### src/rtl/if_id_buf_pkg.sv
// Shared constants and types for the IF/ID instruction buffer.
// Replaces the legacy defines: stall polarity, zero/NOP words, default bus widths.
package if_id_buf_pkg;

    localparam logic        Stop         = 1'b1;
    localparam logic        NotStop      = 1'b0;
    localparam logic [31:0] ZeroWord     = 32'h0000_0000;
    localparam logic [31:0] NopInst      = 32'h0000_0000;
    localparam int          InstAddrBus  = 32;
    localparam int          InstBus      = 32;
    localparam int          StallBus     = 6;
    localparam int          IfIdBufDepth = 4;

    typedef enum logic [1:0] {
        OUT_HOLD,
        OUT_LOAD,
        OUT_BUBBLE,
        OUT_FLUSH
    } out_sel_e;

endpackage

### src/rtl/if_id_buf_if.sv
// Bus between IF, ctrl and ID around the IF/ID buffer.
// master = surrounding pipeline (drives stall/flush/fetch), slave = the buffer.
interface if_id_buf_if
    import if_id_buf_pkg::*;
#(
    parameter int ADDR_W  = InstAddrBus,
    parameter int INST_W  = InstBus,
    parameter int DEPTH   = IfIdBufDepth,
    parameter int STALL_W = StallBus
);
    localparam int CNT_W = $clog2(DEPTH) + 1;

    logic [STALL_W-1:0] stall;
    logic               flush;
    logic               if_valid;
    logic [ADDR_W-1:0]  if_pc;
    logic [INST_W-1:0]  if_inst;
    logic               buf_full;
    logic [CNT_W-1:0]   buf_count;
    logic               id_valid;
    logic [ADDR_W-1:0]  id_pc;
    logic [INST_W-1:0]  id_inst;

    modport master (
        output stall, flush, if_valid, if_pc, if_inst,
        input  buf_full, buf_count, id_valid, id_pc, id_inst
    );

    modport slave (
        input  stall, flush, if_valid, if_pc, if_inst,
        output buf_full, buf_count, id_valid, id_pc, id_inst
    );

endinterface

### src/rtl/if_id_fifo_mem.sv
// Entry storage for the IF/ID buffer: synchronous write, asynchronous read.
// Deliberately unreset; validity is tracked by the pointers and count in the top.
module if_id_fifo_mem #(
    parameter int  DEPTH = 4,
    parameter int  WIDTH = 64,
    localparam int PTR_W = $clog2(DEPTH)
) (
    input  logic             clk,
    input  logic             we,
    input  logic [PTR_W-1:0] waddr,
    input  logic [WIDTH-1:0] wdata,
    input  logic [PTR_W-1:0] raddr,
    output logic [WIDTH-1:0] rdata
);

    logic [WIDTH-1:0] mem_q [DEPTH];

    always_ff @(posedge clk) begin
        if (we) begin
            mem_q[waddr] <= wdata;
        end
    end

    assign rdata = mem_q[raddr];

endmodule

### src/rtl/if_id_buf.sv
// IF/ID pipeline buffer: DEPTH-entry FIFO of {pc, inst} with flush and NOP bubbles.
// Optional macro IF_ID_BYPASS_EN forwards a fetch straight to ID when the FIFO is empty.
module if_id_buf
    import if_id_buf_pkg::*;
#(
    parameter int ADDR_W  = InstAddrBus,
    parameter int INST_W  = InstBus,
    parameter int DEPTH   = IfIdBufDepth,
    parameter int STALL_W = StallBus,
    parameter int IF_IDX  = 1,
    parameter int ID_IDX  = 2
) (
    input logic         clk,
    input logic         rst,
    if_id_buf_if.slave  bus
);

    localparam int PTR_W = $clog2(DEPTH);
    localparam int CNT_W = PTR_W + 1;
    localparam int ENT_W = ADDR_W + INST_W;

    logic [PTR_W-1:0]  wr_ptr_q, wr_ptr_d;
    logic [PTR_W-1:0]  rd_ptr_q, rd_ptr_d;
    logic [CNT_W-1:0]  count_q, count_d;
    logic              id_valid_q, id_valid_d;
    logic [ADDR_W-1:0] id_pc_q, id_pc_d;
    logic [INST_W-1:0] id_inst_q, id_inst_d;
    logic [ENT_W-1:0]  rd_entry;
    logic              full, push, id_run, bypass, wr_en, pop;
    out_sel_e          out_sel;

    // full uses the pre-edge count, so a same-edge pop never frees room for a push
    assign full   = (count_q == CNT_W'(DEPTH));
    assign push   = bus.if_valid && (bus.stall[IF_IDX] == NotStop) && !full;
    assign id_run = (bus.stall[ID_IDX] == NotStop);

`ifdef IF_ID_BYPASS_EN
    assign bypass = push && id_run && !bus.flush && (count_q == '0);
`else
    assign bypass = 1'b0;
`endif

    always_comb begin
        out_sel = OUT_HOLD;
        if (bus.flush) begin
            out_sel = OUT_FLUSH;
        end else if (bus.stall[ID_IDX] == Stop) begin
            out_sel = OUT_HOLD;
        end else if (count_q != '0) begin
            out_sel = OUT_LOAD;
        end else begin
            out_sel = OUT_BUBBLE;
        end
    end

    always_comb begin
        wr_en      = push && !bus.flush && !bypass;
        pop        = (out_sel == OUT_LOAD);
        wr_ptr_d   = wr_ptr_q + PTR_W'(wr_en);
        rd_ptr_d   = rd_ptr_q + PTR_W'(pop);
        count_d    = count_q + CNT_W'(wr_en) - CNT_W'(pop);
        id_valid_d = id_valid_q;
        id_pc_d    = id_pc_q;
        id_inst_d  = id_inst_q;
        unique case (out_sel)
            OUT_FLUSH: begin
                wr_ptr_d   = '0;
                rd_ptr_d   = '0;
                count_d    = '0;
                id_valid_d = 1'b0;
                id_pc_d    = ADDR_W'(ZeroWord);
                id_inst_d  = INST_W'(NopInst);
            end
            OUT_LOAD: begin
                id_valid_d           = 1'b1;
                {id_pc_d, id_inst_d} = rd_entry;
            end
            OUT_BUBBLE: begin
                if (bypass) begin
                    id_valid_d = 1'b1;
                    id_pc_d    = bus.if_pc;
                    id_inst_d  = bus.if_inst;
                end else begin
                    id_valid_d = 1'b0;
                    id_pc_d    = ADDR_W'(ZeroWord);
                    id_inst_d  = INST_W'(NopInst);
                end
            end
            default: begin
            end
        endcase
    end

    always_ff @(posedge clk or negedge rst) begin
        if (!rst) begin
            wr_ptr_q   <= '0;
            rd_ptr_q   <= '0;
            count_q    <= '0;
            id_valid_q <= 1'b0;
            id_pc_q    <= ADDR_W'(ZeroWord);
            id_inst_q  <= INST_W'(NopInst);
        end else begin
            wr_ptr_q   <= wr_ptr_d;
            rd_ptr_q   <= rd_ptr_d;
            count_q    <= count_d;
            id_valid_q <= id_valid_d;
            id_pc_q    <= id_pc_d;
            id_inst_q  <= id_inst_d;
        end
    end

    if_id_fifo_mem #(
        .DEPTH (DEPTH),
        .WIDTH (ENT_W)
    ) u_mem (
        .clk   (clk),
        .we    (wr_en),
        .waddr (wr_ptr_q),
        .wdata ({bus.if_pc, bus.if_inst}),
        .raddr (rd_ptr_q),
        .rdata (rd_entry)
    );

    assign bus.buf_full  = full;
    assign bus.buf_count = count_q;
    assign bus.id_valid  = id_valid_q;
    assign bus.id_pc     = id_pc_q;
    assign bus.id_inst   = id_inst_q;

endmodule

### src/flat_wrapper.sv
// flat-port wrapper written by rule: the top's interface ports become plain ports
module if_id_buf_flat import if_id_buf_pkg::*;
#(
    parameter int ADDR_W  = InstAddrBus,
    parameter int INST_W  = InstBus,
    parameter int DEPTH   = IfIdBufDepth,
    parameter int STALL_W = StallBus,
    parameter int IF_IDX  = 1,
    parameter int ID_IDX  = 2
)
  (clk, rst, bus_stall, bus_flush, bus_if_valid, bus_if_pc, bus_if_inst, bus_buf_full, bus_buf_count, bus_id_valid, bus_id_pc, bus_id_inst);
  if_id_buf_if #(.ADDR_W(ADDR_W), .INST_W(INST_W), .DEPTH(DEPTH), .STALL_W(STALL_W)) bus_i ();
  input logic clk;
  input logic rst;
  input wire logic [$bits(bus_i.stall)-1:0] bus_stall;
  input wire logic [$bits(bus_i.flush)-1:0] bus_flush;
  input wire logic [$bits(bus_i.if_valid)-1:0] bus_if_valid;
  input wire logic [$bits(bus_i.if_pc)-1:0] bus_if_pc;
  input wire logic [$bits(bus_i.if_inst)-1:0] bus_if_inst;
  output wire logic [$bits(bus_i.buf_full)-1:0] bus_buf_full;
  output wire logic [$bits(bus_i.buf_count)-1:0] bus_buf_count;
  output wire logic [$bits(bus_i.id_valid)-1:0] bus_id_valid;
  output wire logic [$bits(bus_i.id_pc)-1:0] bus_id_pc;
  output wire logic [$bits(bus_i.id_inst)-1:0] bus_id_inst;
  assign bus_i.stall = bus_stall;
  assign bus_i.flush = bus_flush;
  assign bus_i.if_valid = bus_if_valid;
  assign bus_i.if_pc = bus_if_pc;
  assign bus_i.if_inst = bus_if_inst;
  assign bus_buf_full = bus_i.buf_full;
  assign bus_buf_count = bus_i.buf_count;
  assign bus_id_valid = bus_i.id_valid;
  assign bus_id_pc = bus_i.id_pc;
  assign bus_id_inst = bus_i.id_inst;
  if_id_buf #(.ADDR_W(ADDR_W), .INST_W(INST_W), .DEPTH(DEPTH), .STALL_W(STALL_W), .IF_IDX(IF_IDX), .ID_IDX(ID_IDX)) u_core (.clk(clk), .rst(rst), .bus(bus_i));
endmodule
### config.mk
export PLATFORM = sky130hd
export DESIGN_NAME = if_id_buf_flat
export DESIGN_NICKNAME = d
export VERILOG_FILES = /design/src/rtl/if_id_buf_pkg.sv /design/src/rtl/if_id_buf_if.sv /design/src/rtl/if_id_fifo_mem.sv /design/src/rtl/if_id_buf.sv /design/src/flat_wrapper.sv
export SDC_FILE = /design/constraint.sdc
export NUM_CORES = 1
export LEC_CHECK = 0
export BUFFER_PORTS_ARGS = -buffer_cell sky130_fd_sc_hd__buf_2
export CAP_MARGIN = 10
export CORE_MARGIN = 1.5
export CORE_UTILIZATION = 62
export CTS_CLUSTER_SIZE = 10
export DETAILED_ROUTE_END_ITERATION = 7
export PLACE_DENSITY = 0.84
export SYNTH_ARGS = -nofsm -noshare
export SYNTH_HDL_FRONTEND = slang
export SYNTH_SLANG_ARGS = --single-unit
### constraint.sdc
create_clock -name clk -period 15.2 [get_ports clk]
set_clock_uncertainty 0.05 [all_clocks]
set_input_delay 3.04 -clock clk [delete_from_list [all_inputs] [get_ports clk]]
set_output_delay 3.04 -clock clk [all_outputs]
set_load 0.01 [all_outputs]
# Word level (Yosys, flattened, before mapping)
# Memories as Yosys holds them, arrays and structs flattened.
# Index checks and enable logic that the tools add are counted.
classes:
  mux: 11
  n_bitwise: 1
  eq_ne: 4
  addsub: 4
  reduce_logical: 8
ops:
  columns: ["op", "count"]
  rows:
  - ["32-bit case mux with 2 select lines", 2]
  - ["2-bit two-way mux", 5]
  - ["2-bit by 1-bit adder with 2-bit output", 2]
  - ["2-bit == test, second input constant", 2]
  - ["3-bit by 1-bit adder with 3-bit output", 1]
  - ["3-bit == test, second input constant", 1]
  - ["1-bit logical AND", 3]
  - ["3-bit two-way mux", 1]
  - ["3-bit nonzero test", 1]
  - ["3-bit by 1-bit subtractor with 3-bit output", 1]
  - ["2-bit by 1-bit == test with 1-bit output, second input constant", 1]
  - ["1-bit zero test", 2]
  - ["1-bit two-way mux", 2]
  - ["1-bit case mux with 2 select lines", 1]
  - ["2-bit nonzero test", 1]
  - ["2-bit OR reduction", 1]
  - ["1-bit inverter", 1]
totals:
  mem_bits_rw: 256
  n_memories: 1
  ff_bits: 72
  word_cells: 35
  output_inout_bits: 69
  in_bits: 74
memory_table:
  columns: ["name", "words", "width", "read_ports", "rd_clocked_by_memory_dff", "write_ports", "line_no", "source"]
  rows:
  - ["u_core.u_mem.mem_q", 4, 64, 1, 0, 1, "if_id_fifo_mem.sv:16", "logic [WIDTH-1:0] mem_q [DEPTH];"]

# Depth between registers and ports, before layout
# Gate-level depths: netlist of the first run.
depth:
  ltp_word: 7
  depth_mapped: 9
  depth_no_buf: 9

# Modules after synthesis
# Synthesis of the first run repeated with hierarchy kept, for this count alone.
unflattened:
  cells_unflattened: 516
  area_unflattened_um2: 12017.8
modules_own_cells:
  columns: ["module", "area_each_um2", "cells_per_inst", "instances", "seq_area_each_um2"]
  rows:
  - ["if_id_fifo_mem", 9341.5, 338, 1, 7687.4]
  - ["if_id_buf", 2676.3, 178, 1, 1801.7]

# Least setup slack after synthesis of the first run
# Ideal clock, no wire load.
synth_timing:
  kind: "input -> register"
  start: "input bus_flush"
  end: "memory u_core.u_mem.mem_q[1][0] (enable)"
  path_slack_ns: 6.066
  n_path_buf: 1
  setup_ns: 0.578
  t_arrival_ns: 8.506
  t_required_ns: 14.572
  cell_stages: 3
  path_cell_list: "buf_2 -> or4b_1 -> nor3b_1"
synth_via:
  elab_chain_len: 4
synth_lines:
  columns: ["element", "line_no", "source"]
  rows:
  - ["start, declared", "flat_wrapper.sv:16", "input wire logic [$bits(bus_i.flush)-1:0] bus_flush;"]
  - ["1-bit zero test", "if_id_buf.sv:57", "wr_en = push && !bus.flush && !bypass;"]
  - ["1-bit logical AND", "if_id_buf.sv:57", null]
  - ["1-bit two-way mux", "if_id_fifo_mem.sv:19", "if (we) begin"]
  - ["1-bit two-way mux (not written as such)", "if_id_fifo_mem.sv:20", "mem_q[waddr] <= wdata;"]
  - ["end, declared", "if_id_fifo_mem.sv:16", null]
# Every way passes these cells.

# Worst setup path in the final report of the first run
layout_timing:
  start: "input bus_flush"
  end: "memory u_core.u_mem.mem_q[3][50] (enable)"
# The elaborated chain is that of the path after synthesis.

==> run metrics, run 1 <==
# IOs=143; vias per cell=between 6 and 7; global placement routability congestion=between 0.7 and 0.8; CTS H-tree lvls=2; Syn Nets=597; core area=about 19000 µm²; first-pass GRT wire length=approximately 35000 µm; fmax=between 200 and 250 MHz; post-cts sizing count=0; worst slew pin tran=1.04 ns; Sink Count=between 300 and 400; hold_ws=0.440 ns; part of the power in registers=approximately 50%; distinct cell type count after synthesis=28; Critical Path Max Stage Delay=0.89 ns; xor/xnor share of the synthesized area=less than 1%; run status=complete, no violations; Die Footprint=20100 µm²; Die Wd=between 100 and 150 µm; worst path cell trace=buf_2 -> or4b_1 -> inv_1 -> and3_4; clock root cell=clkbuf_16; peak supply drop=0.146 mV; crit-path max FO=64; reg2reg end=u_core.u_mem.mem_q[3][50]; Tmin final=4.92 ns; largest net degree at the start of global routing=73; synth warn=0; # Post-CTS Setup Buffers=0; Detail Placement HPWL=11900 µm; post-synthesis average cell area=22.9 µm²; grt ovf=0; mux contribution to synthesized area=between 10% and 20%; GRT Resource Usage Total=between 20% and 30%; DR vias=~5900; simple-gate share of the synthesized area=less than 1%; vias in the first global route=approximately 6300; RSZ-0062 raised after global routing=false; Non-Filler Instances=~940; final wirelength=roughly 23000 µm; sequential-to-total area share from yosys stat=between 70% and 80%; Mapped Area=between 10000 and 15000 µm²; DRT Pass-1 Iters=5; worst r2r src=u_core.bus.buf_count[2]; Initial DRC Count=about 470; Final setup viols=0; clock network power share=roughly 39%; Final TNS setup=0 ns; max-cap violation count=0; R2R setup slack=roughly 12 ns; CP max stage cell=and3_4; Comb pwr share=~11%; Remaining DRCs=0; Area contributors post-synth=edfxtp_1 65%, dfrtp_1 15%, mux4_2 12%; period utilization=~32%; Die H=142 µm; Final Util=74.3%; CP arrival=approximately 5.0 ns; routed len/inst=24.4 µm; Power Dens Cells=roughly 150 nW/µm²; NetSw=480 µW; Final #Nets=between 700 and 800; Initial Utilization=between 60% and 70%; max-slew violation total from the final report=0; WP data required=15.27 ns; Longest Clk Path Bufs=3; post-synth top area share=between 60 and 70%; PortBufs=between 100 and 150; commonest cells after routing, fill and taps aside=256 x edfxtp_1, 137 x buf_2, 70 x dfrtp_1; Area growth, synth to finish=17.1%; largest family of logic cells by synthesized area=multiplexers; share of cells above drive strength 1=between 30% and 40%; Slew HR=~30%; hold_buf cts=0; Clock Latency Late Sink=~0.51 ns; Synth Area in Adders=less than 1%; leakage=a little over 0.005 µW; Final Hold Viols=0; CP endpoint=u_core.u_mem.mem_q[3][50]; FP Rows=50; Switching Share=22.7%; DP Cell Count=872; CTS Buf Count=38; antenna violations before repair=3; launch point of the worst path=bus_flush; Reg clk slew, reported paths=approximately 0.050 ns; Power Internal=approximately 1600 µW; Worst Setup Start Kind=input pin; WS Path Type=in2reg; area leader, netlist=edfxtp_1; worst min path class=reg2reg; CTS tree=yes; compound-cell area share of the yosys netlist=5.03%; flops & latches, synth=~330; Reg2Reg Depth=4; antenna viol nets, final=0; CP endpoint kind=flip-flop; most common cell after layout, fill and taps aside=edfxtp_1; Syn Inst Count=between 500 and 600
power groups by stage:
stage / Combinational (µW) / Clock [µW] / Sequential [µW]
after floorplan: 181 / 0 / 1060
after global placement: 229 / 0 / 1070
after detailed placement: 237 / 0 / 1080
after CTS: 239 / 834 / 1060
after global routing: 254 / 870 / 1070
final: 235 / 822 / 1060
state kept, by name, indices dropped and copies added (netlist names):
signal	count
u_core.wr_ptr_q	2
u_core.bus.id_valid	1
u_core.bus.buf_count	3
u_core.bus.id_inst	32
u_core.bus.id_pc	32
u_core.u_mem.mem_q	256
u_core.rd_ptr_q	2
worst min path at each step:
stage                      startpoint                     end  slack, ns  cells past startpoint
2_1_floorplan     u_core.bus.id_valid     u_core.bus.id_valid       0.46                      2
3_3_place_gp      u_core.bus.id_valid     u_core.bus.id_valid       0.41                      2
3_5_place_dp      u_core.bus.id_valid     u_core.bus.id_valid       0.43                      2
4_1_cts           u_core.bus.id_valid     u_core.bus.id_valid       0.44                      2
5_1_grt        u_core.bus.id_inst[11]  u_core.bus.id_inst[11]       0.46                      1
6_report          u_core.bus.id_valid     u_core.bus.id_valid       0.44                      2
layer usage:
metal	vias up	wire length [µm]	global-route usage (%)
li1	2494	-	-
met1	3068	9160	32.6
met2	269	11600	38.6
met3	39	1710	5.50
met4	2	463	8.36
met5	-	13	0
worst max-delay path: cells and delay by family:
family	cells	cell delay, ns
AND/OR/NAND/NOR	2	1.55
buffers and inverters	2	0.35
final cells by class:
type,count,area [µm²]
flip-flops and latches,328,9500
fillers,1025,4820
multi-input cells,159,2250
clock buffers,65,1130
repair buffers,147,761
well taps,234,293
inverters,4,15.0
diodes,2,5.00
stage by stage:
step	setup slack, ns	power, µW	instance area (µm²)
after detailed placement	9.76	1310	12800
after floorplan	6.07	1240	11900
final	10.28	2120	14000
after global placement	9.81	1300	12800
after CTS	10.29	2130	13900
after global routing	10.19	2190	13900
kinds of logic after synthesis:
| family | after synthesis |
|---|---|
| xor+xnor | 2 |
| simple gates | 20 |
| compound gates | 70 |
| buf+inv | 33 |
| flops | 328 |
| fa+ha+maj | 3 |
| mux | 64 |
cell usage after synthesis, drive strengths merged:
master,count
a22o,64
and2,1
and3,1
buf,19
clkbuf,10
dfrtp,72
edfxtp,256
fa,1
ha,2
inv,4
mux4,64
nand2,2
nor2,4
nor2b,3
nor3,4
nor3b,3
o211ai,1
o21ai,3
o311ai,1
o31ai,1
or3,1
or4b,1
xnor2,1
xor2,1
Note: power is estimated with default switching activity, not from simulation.
==> inputs of run 2 (changes only) <==
- CORE_UTILIZATION: 62 -> 52
- PLACE_DENSITY: 0.84 -> 0.75
- clock period: 15.2 -> 4.3 ns (I/O delays scaled with it)
==> run metrics, run 2 (same netlist as run 1, synthesis figures left out) <==
Non-Filler Instances=a little under 1000; routed len/inst=22.1 µm; Final TNS setup=0 ns; PortBufs=around 140; DP Cell Count=around 920; CP endpoint kind=flip-flop; Clock Latency Late Sink=0.51 ns; Top reg by flops=u_core.u_mem.mem_q; Die Wd=154 µm; first-pass GRT wire length=around 34000 µm; WP data required=roughly 4.7 ns; Final #Nets=roughly 760; antenna violations before repair=1; global placement routability congestion=0.735; Detail Placement HPWL=about 12000 µm; post-cts sizing count=0; run status=complete, no violations; Sink Count=between 300 and 400; R2R setup slack=1.59 ns; Die Footprint=between 20000 and 25000 µm²; worst min path class=in2async; Reg clk slew, reported paths=~0.06 ns; Area growth, synth to finish=18.2%; peak supply drop=roughly 0.32 mV; Remaining DRCs=0; CP arrival=about 3.1 ns; # Post-CTS Setup Buffers=0; core area=22600 µm²; DR vias=5668; worst slew pin tran=0.986 ns; number of flip-flops in the largest register=roughly 260; leakage=about 0.0052 µW; DRT Pass-1 Iters=4; # IOs=about 140; reg2reg end=u_core.bus.buf_count[2]; commonest cells after routing, fill and taps aside=256 x edfxtp_1, 137 x buf_2, 70 x dfrtp_1; Fillers=roughly 1600; antenna viol nets, final=0; Initial DRC Count=384; GRT Resource Usage Total=19.1%; Place WS=between 1 and 1.5 ns; Reg2Reg Depth=9; Slew HR=34.3%; setup ws final=about 1.6 ns; largest net degree at the start of global routing=67; clock root cell=clkbuf_16; most common cell after layout, fill and taps aside=edfxtp_1; worst r2r src=u_core.bus.buf_count[2]; final wirelength=about 22000 µm; Tmin final=about 2.7 ns; FP Rows=55; max-slew violation total from the final report=0; share of cells above drive strength 1=a little under two fifths; period utilization=a little over three fifths; Final Hold Viols=0; WS Path Type=in2reg; Power Dens Cells=between 500 and 600 nW/µm²; hold_buf cts=0; fmax=roughly 370 MHz; CTS Buf Count=38; Die H=between 150 and 200 µm; vias per cell=5.70; Initial Utilization=between 50 and 60%; RSZ-0062 raised after global routing=false; crit-path max FO=11; vias in the first global route=about 6000; hold_ws=around 0.3 ns; Worst Setup Start Kind=input pin; max-cap violation count=0; Longest Clk Path Bufs=3; CTS tree=yes; Final setup viols=0; CTS H-tree lvls=2; grt ovf=0
## run 2: changes by cell type in the layout (fill, tap and decap cells not counted), sizes merged
| cell | change |
|---|---|
| clkbuf | +3 |
| clkinv | +2 |
## run 2: power by group
group          internal (µW)  total (µW)  switching [µW]
Clock                   1700        2840            1140
Combinational            454         834             380
Sequential              3580        3740             168
Total                   5730        7420            1690
## run 2: per-layer routing
layer | up-vias | GRT usage (%) | routed length [µm]
met1 | 2948 | 24.8 | 8970
met2 | 174 | 32.6 | 11300
met3 | 49 | 4.37 | 1220
met5 | - | 0 | 0
li1 | 2497 | - | -
met4 | 0 | 6.00 | 501
## run 2: worst max-delay path by stage
stage | startpoint | end | cells past startpoint
after floorplan | bus_flush | u_core.u_mem.mem_q[1][0] | 3
after global placement | bus_flush | u_core.u_mem.mem_q[3][56] | 5
after detailed placement | bus_flush | u_core.u_mem.mem_q[3][53] | 5
after CTS | u_core.bus.buf_count[2] | u_core.u_mem.mem_q[3][52] | 5
after global routing | u_core.bus.buf_count[2] | u_core.bus.buf_count[2] | 9
final | bus_flush | u_core.bus.buf_count[2] | 9
## run 2: worst max-delay path, stage by stage
cell    delay [ns]
buf_2         0.18
or4b_1        0.71
inv_1         0.20
ha_1          0.18
inv_1         0.06
fa_1          0.40
xor2_1        0.17
and2_1        0.18
nor3_1        0.14
## run 2: cell type report
cell class                      instances  area [µm²]  share of cell area [%]
Sequential cell                       328        9500                    67.4
Multi-Input combinational cell        159        2270                    16.1
Clock buffer                           68        1080                    7.70
Timing Repair Buffer                  147         823                    5.84
Tap cell                              285         357                    2.53
Clock inverter                          2        32.5                   0.231
Inverter                                4        15.0                   0.107
Antenna cell                            2        5.00                  0.0355
## run 2: through the flow
step	utilization [%]	instance area, µm²	total power [µW]
6_report	62.4	14100	7420
5_1_grt	62.4	14100	7730
4_1_cts	62.4	14100	7510
3_5_place_dp	57.4	13000	4650
3_3_place_gp	57.4	13000	4620
2_1_floorplan	-	11900	4390
==> inputs of run 3 (changes only) <==
- clock period: 4.3 -> 2.3 ns (I/O delays scaled with it)
==> run metrics, run 3 (same netlist as run 1, synthesis figures left out) <==
run status=finished with violations; failing checks=setup timing; Tmin final=about 2.3 ns; Initial DRC Count=about 390; Worst Setup Start Kind=flip-flop; global placement routability congestion=about 0.74; Clock Latency Late Sink=about 0.53 ns; WS Path Type=reg2reg; first-pass GRT wire length=38100 µm; commonest cells after routing, fill and taps aside=256 x edfxtp_1, 137 x buf_2, 70 x dfrtp_1; Top reg by flops=u_core.u_mem.mem_q; Hold Path Sink=u_core.u_mem.mem_q[2][48]; setup ws final=-0.0201 ns; largest net degree at the start of global routing=55; most common cell after layout, fill and taps aside=edfxtp_1; RSZ-0062 raised after global routing=true; worst r2r src=u_core.bus.buf_count[2]; vias in the first global route=roughly 6600; Remaining DRCs=0; Final Hold Viols=0; fmax=about 430 MHz; area occupied by multi-input gates=~2300 µm²; vias per cell=5.81; final wirelength=between 20000 and 25000 µm; DR vias=just under 6000; WP data required=between 2 and 3 ns; CTS Buf Count=39; routed len/inst=between 20 and 25 µm; clock network power share=a little under two fifths; NetSw=about 3400 µW; antenna violations before repair=6; CTS H-tree lvls=2; Final setup viols=1; Final #Nets=780; Die H=roughly 150 µm; met2 wire len=12300 µm; period utilization=101%; worst slew pin tran=0.494 ns; Fillers=1513; Power Dens Cells=approximately 990 nW/µm²; CTS tree=yes; crit-path max FO=2; max-cap violation count=0; core area=about 23000 µm²; Initial Utilization=between 50 and 60%; CP endpoint kind=flip-flop; # IOs=between 100 and 150; Comb pwr share=13.6%; Longest Clk Path Bufs=3; PortBufs=around 140; FP Rows=55; part of the power in registers=around 48%; Final TNS setup=-0.0201 ns; Met3 Wirelength=1800 µm; Detail Placement HPWL=between 10000 and 15000 µm; Power Internal=about 11000 µW; antenna viol nets, final=0; Slew HR=about two thirds; hold path depth=1; CP arrival=2.71 ns; reg2reg end=u_core.bus.buf_count[2]; share of cells above drive strength 1=between 40% and 50%; Reg2Reg Depth=10; total power=roughly 14000 µW; FF+latch area=about 9500 µm²; max layer used=met5; DRT Pass-1 Iters=6; Die Footprint=approximately 24000 µm²; clock root cell=clkbuf_16; GRT Resource Usage Total=between 20% and 30%; Die Wd=~150 µm; peak supply drop=around 0.65 mV; R2R setup slack=-0.02 ns; leakage=approximately 0.0054 µW; Sink Count=around 330; Switching Share=between 20% and 30%; Reg clk slew, reported paths=approximately 0.050 ns; max-slew violation total from the final report=0; worst min path class=in2reg; number of flip-flops in the largest register=256; hold_sp=bus_if_pc[16]; grt ovf=0; Area growth, synth to finish=21.2%; met1 WL=around 9900 µm
## run 3: cell types whose count changed in the layout (fill, tap and decap cells not counted), moves of 2 or more
cell,before,now
inv_2,0,2
diode_2,2,4
clkinv_8,2,0
nor3_1,2,0
buf_12,5,14
nor3_2,0,2
inv_1,4,2
inv_6,0,2
buf_6,0,2
buf_4,5,17
## run 3: critical path, stage by stage (launching register included)
cell,delay [ns]
dfrtp_1,0.38
buf_6,0.12
nor3_2,0.05
or3_1,0.41
o21ai_1,0.17
ha_2,0.20
inv_2,0.04
fa_2,0.39
xor2_2,0.19
and2_4,0.14
nor3_2,0.11
## run 3: cell type report
class                      count  share of cell area [%]
sequential                   328                    65.8
inverter                       4                   0.104
antenna                        4                  0.0693
timing repair buffer         171                    7.80
clock buffer                  67                    7.49
multi-input combinational    159                    16.0
tap                          285                    2.47
clock inverter                 4                   0.295
## run 3: worst max path at each step
stage / startpoint / end / slack (ns) / depth (start not counted)
2_1_floorplan: bus_flush / u_core.u_mem.mem_q[1][0] / -1.03 / 3
5_1_grt: u_core.bus.buf_count[2] / u_core.bus.buf_count[2] / -0.09 / 10
4_1_cts: u_core.bus.buf_count[2] / u_core.bus.buf_count[2] / 0.006 / 9
6_report: u_core.bus.buf_count[2] / u_core.bus.buf_count[2] / -0.02 / 10
3_3_place_gp: bus_flush / u_core.bus.buf_count[2] / -0.07 / 9
3_5_place_dp: bus_flush / u_core.bus.buf_count[2] / -0.10 / 9
## run 3: repair_timing
action / 4_1_cts / 5_1_grt
resized for setup: 1 / 10
endpoints found under the hold margin: 27 / 0
cloned: 0 / 0
buffers inserted: 0 / 2
pin swaps: 0 / 6
hold buffers: 1 / 0
endpoints found under the setup margin: 1 / 21
## run 3: power by group through the flow
stage	Sequential [µW]	Clock, µW	Combinational (µW)
final	6910	5440	1950
after global routing	6940	5790	2090
after CTS	6910	5540	1920
after detailed placement	7020	0	1910
after global placement	7000	0	1850
after floorplan	7010	0	1210
## run 3: metrics by stage
stage                     setup slack, ns  util (%)  instances  hold slack [ns]  cell area [µm²]
after CTS                         0.00621      63.7       1016           0.0796            14400
after global placement            -0.0666      58.7        944            0.391            13300
after global routing              -0.0918      64.0       1020           0.0923            14400
after detailed placement           -0.102      58.7        944            0.414            13300
final                             -0.0201      64.0       1022           0.0944            14400
after floorplan                     -1.03         -        520            0.114            12000
## run 3: routing by layer
layer / vias to the layer above / global-route usage (%)
met5: - / 0
met4: 4 / 7.74
met3: 56 / 5.46
met2: 210 / 36.2
met1: 3113 / 27.5
li1: 2554 / -
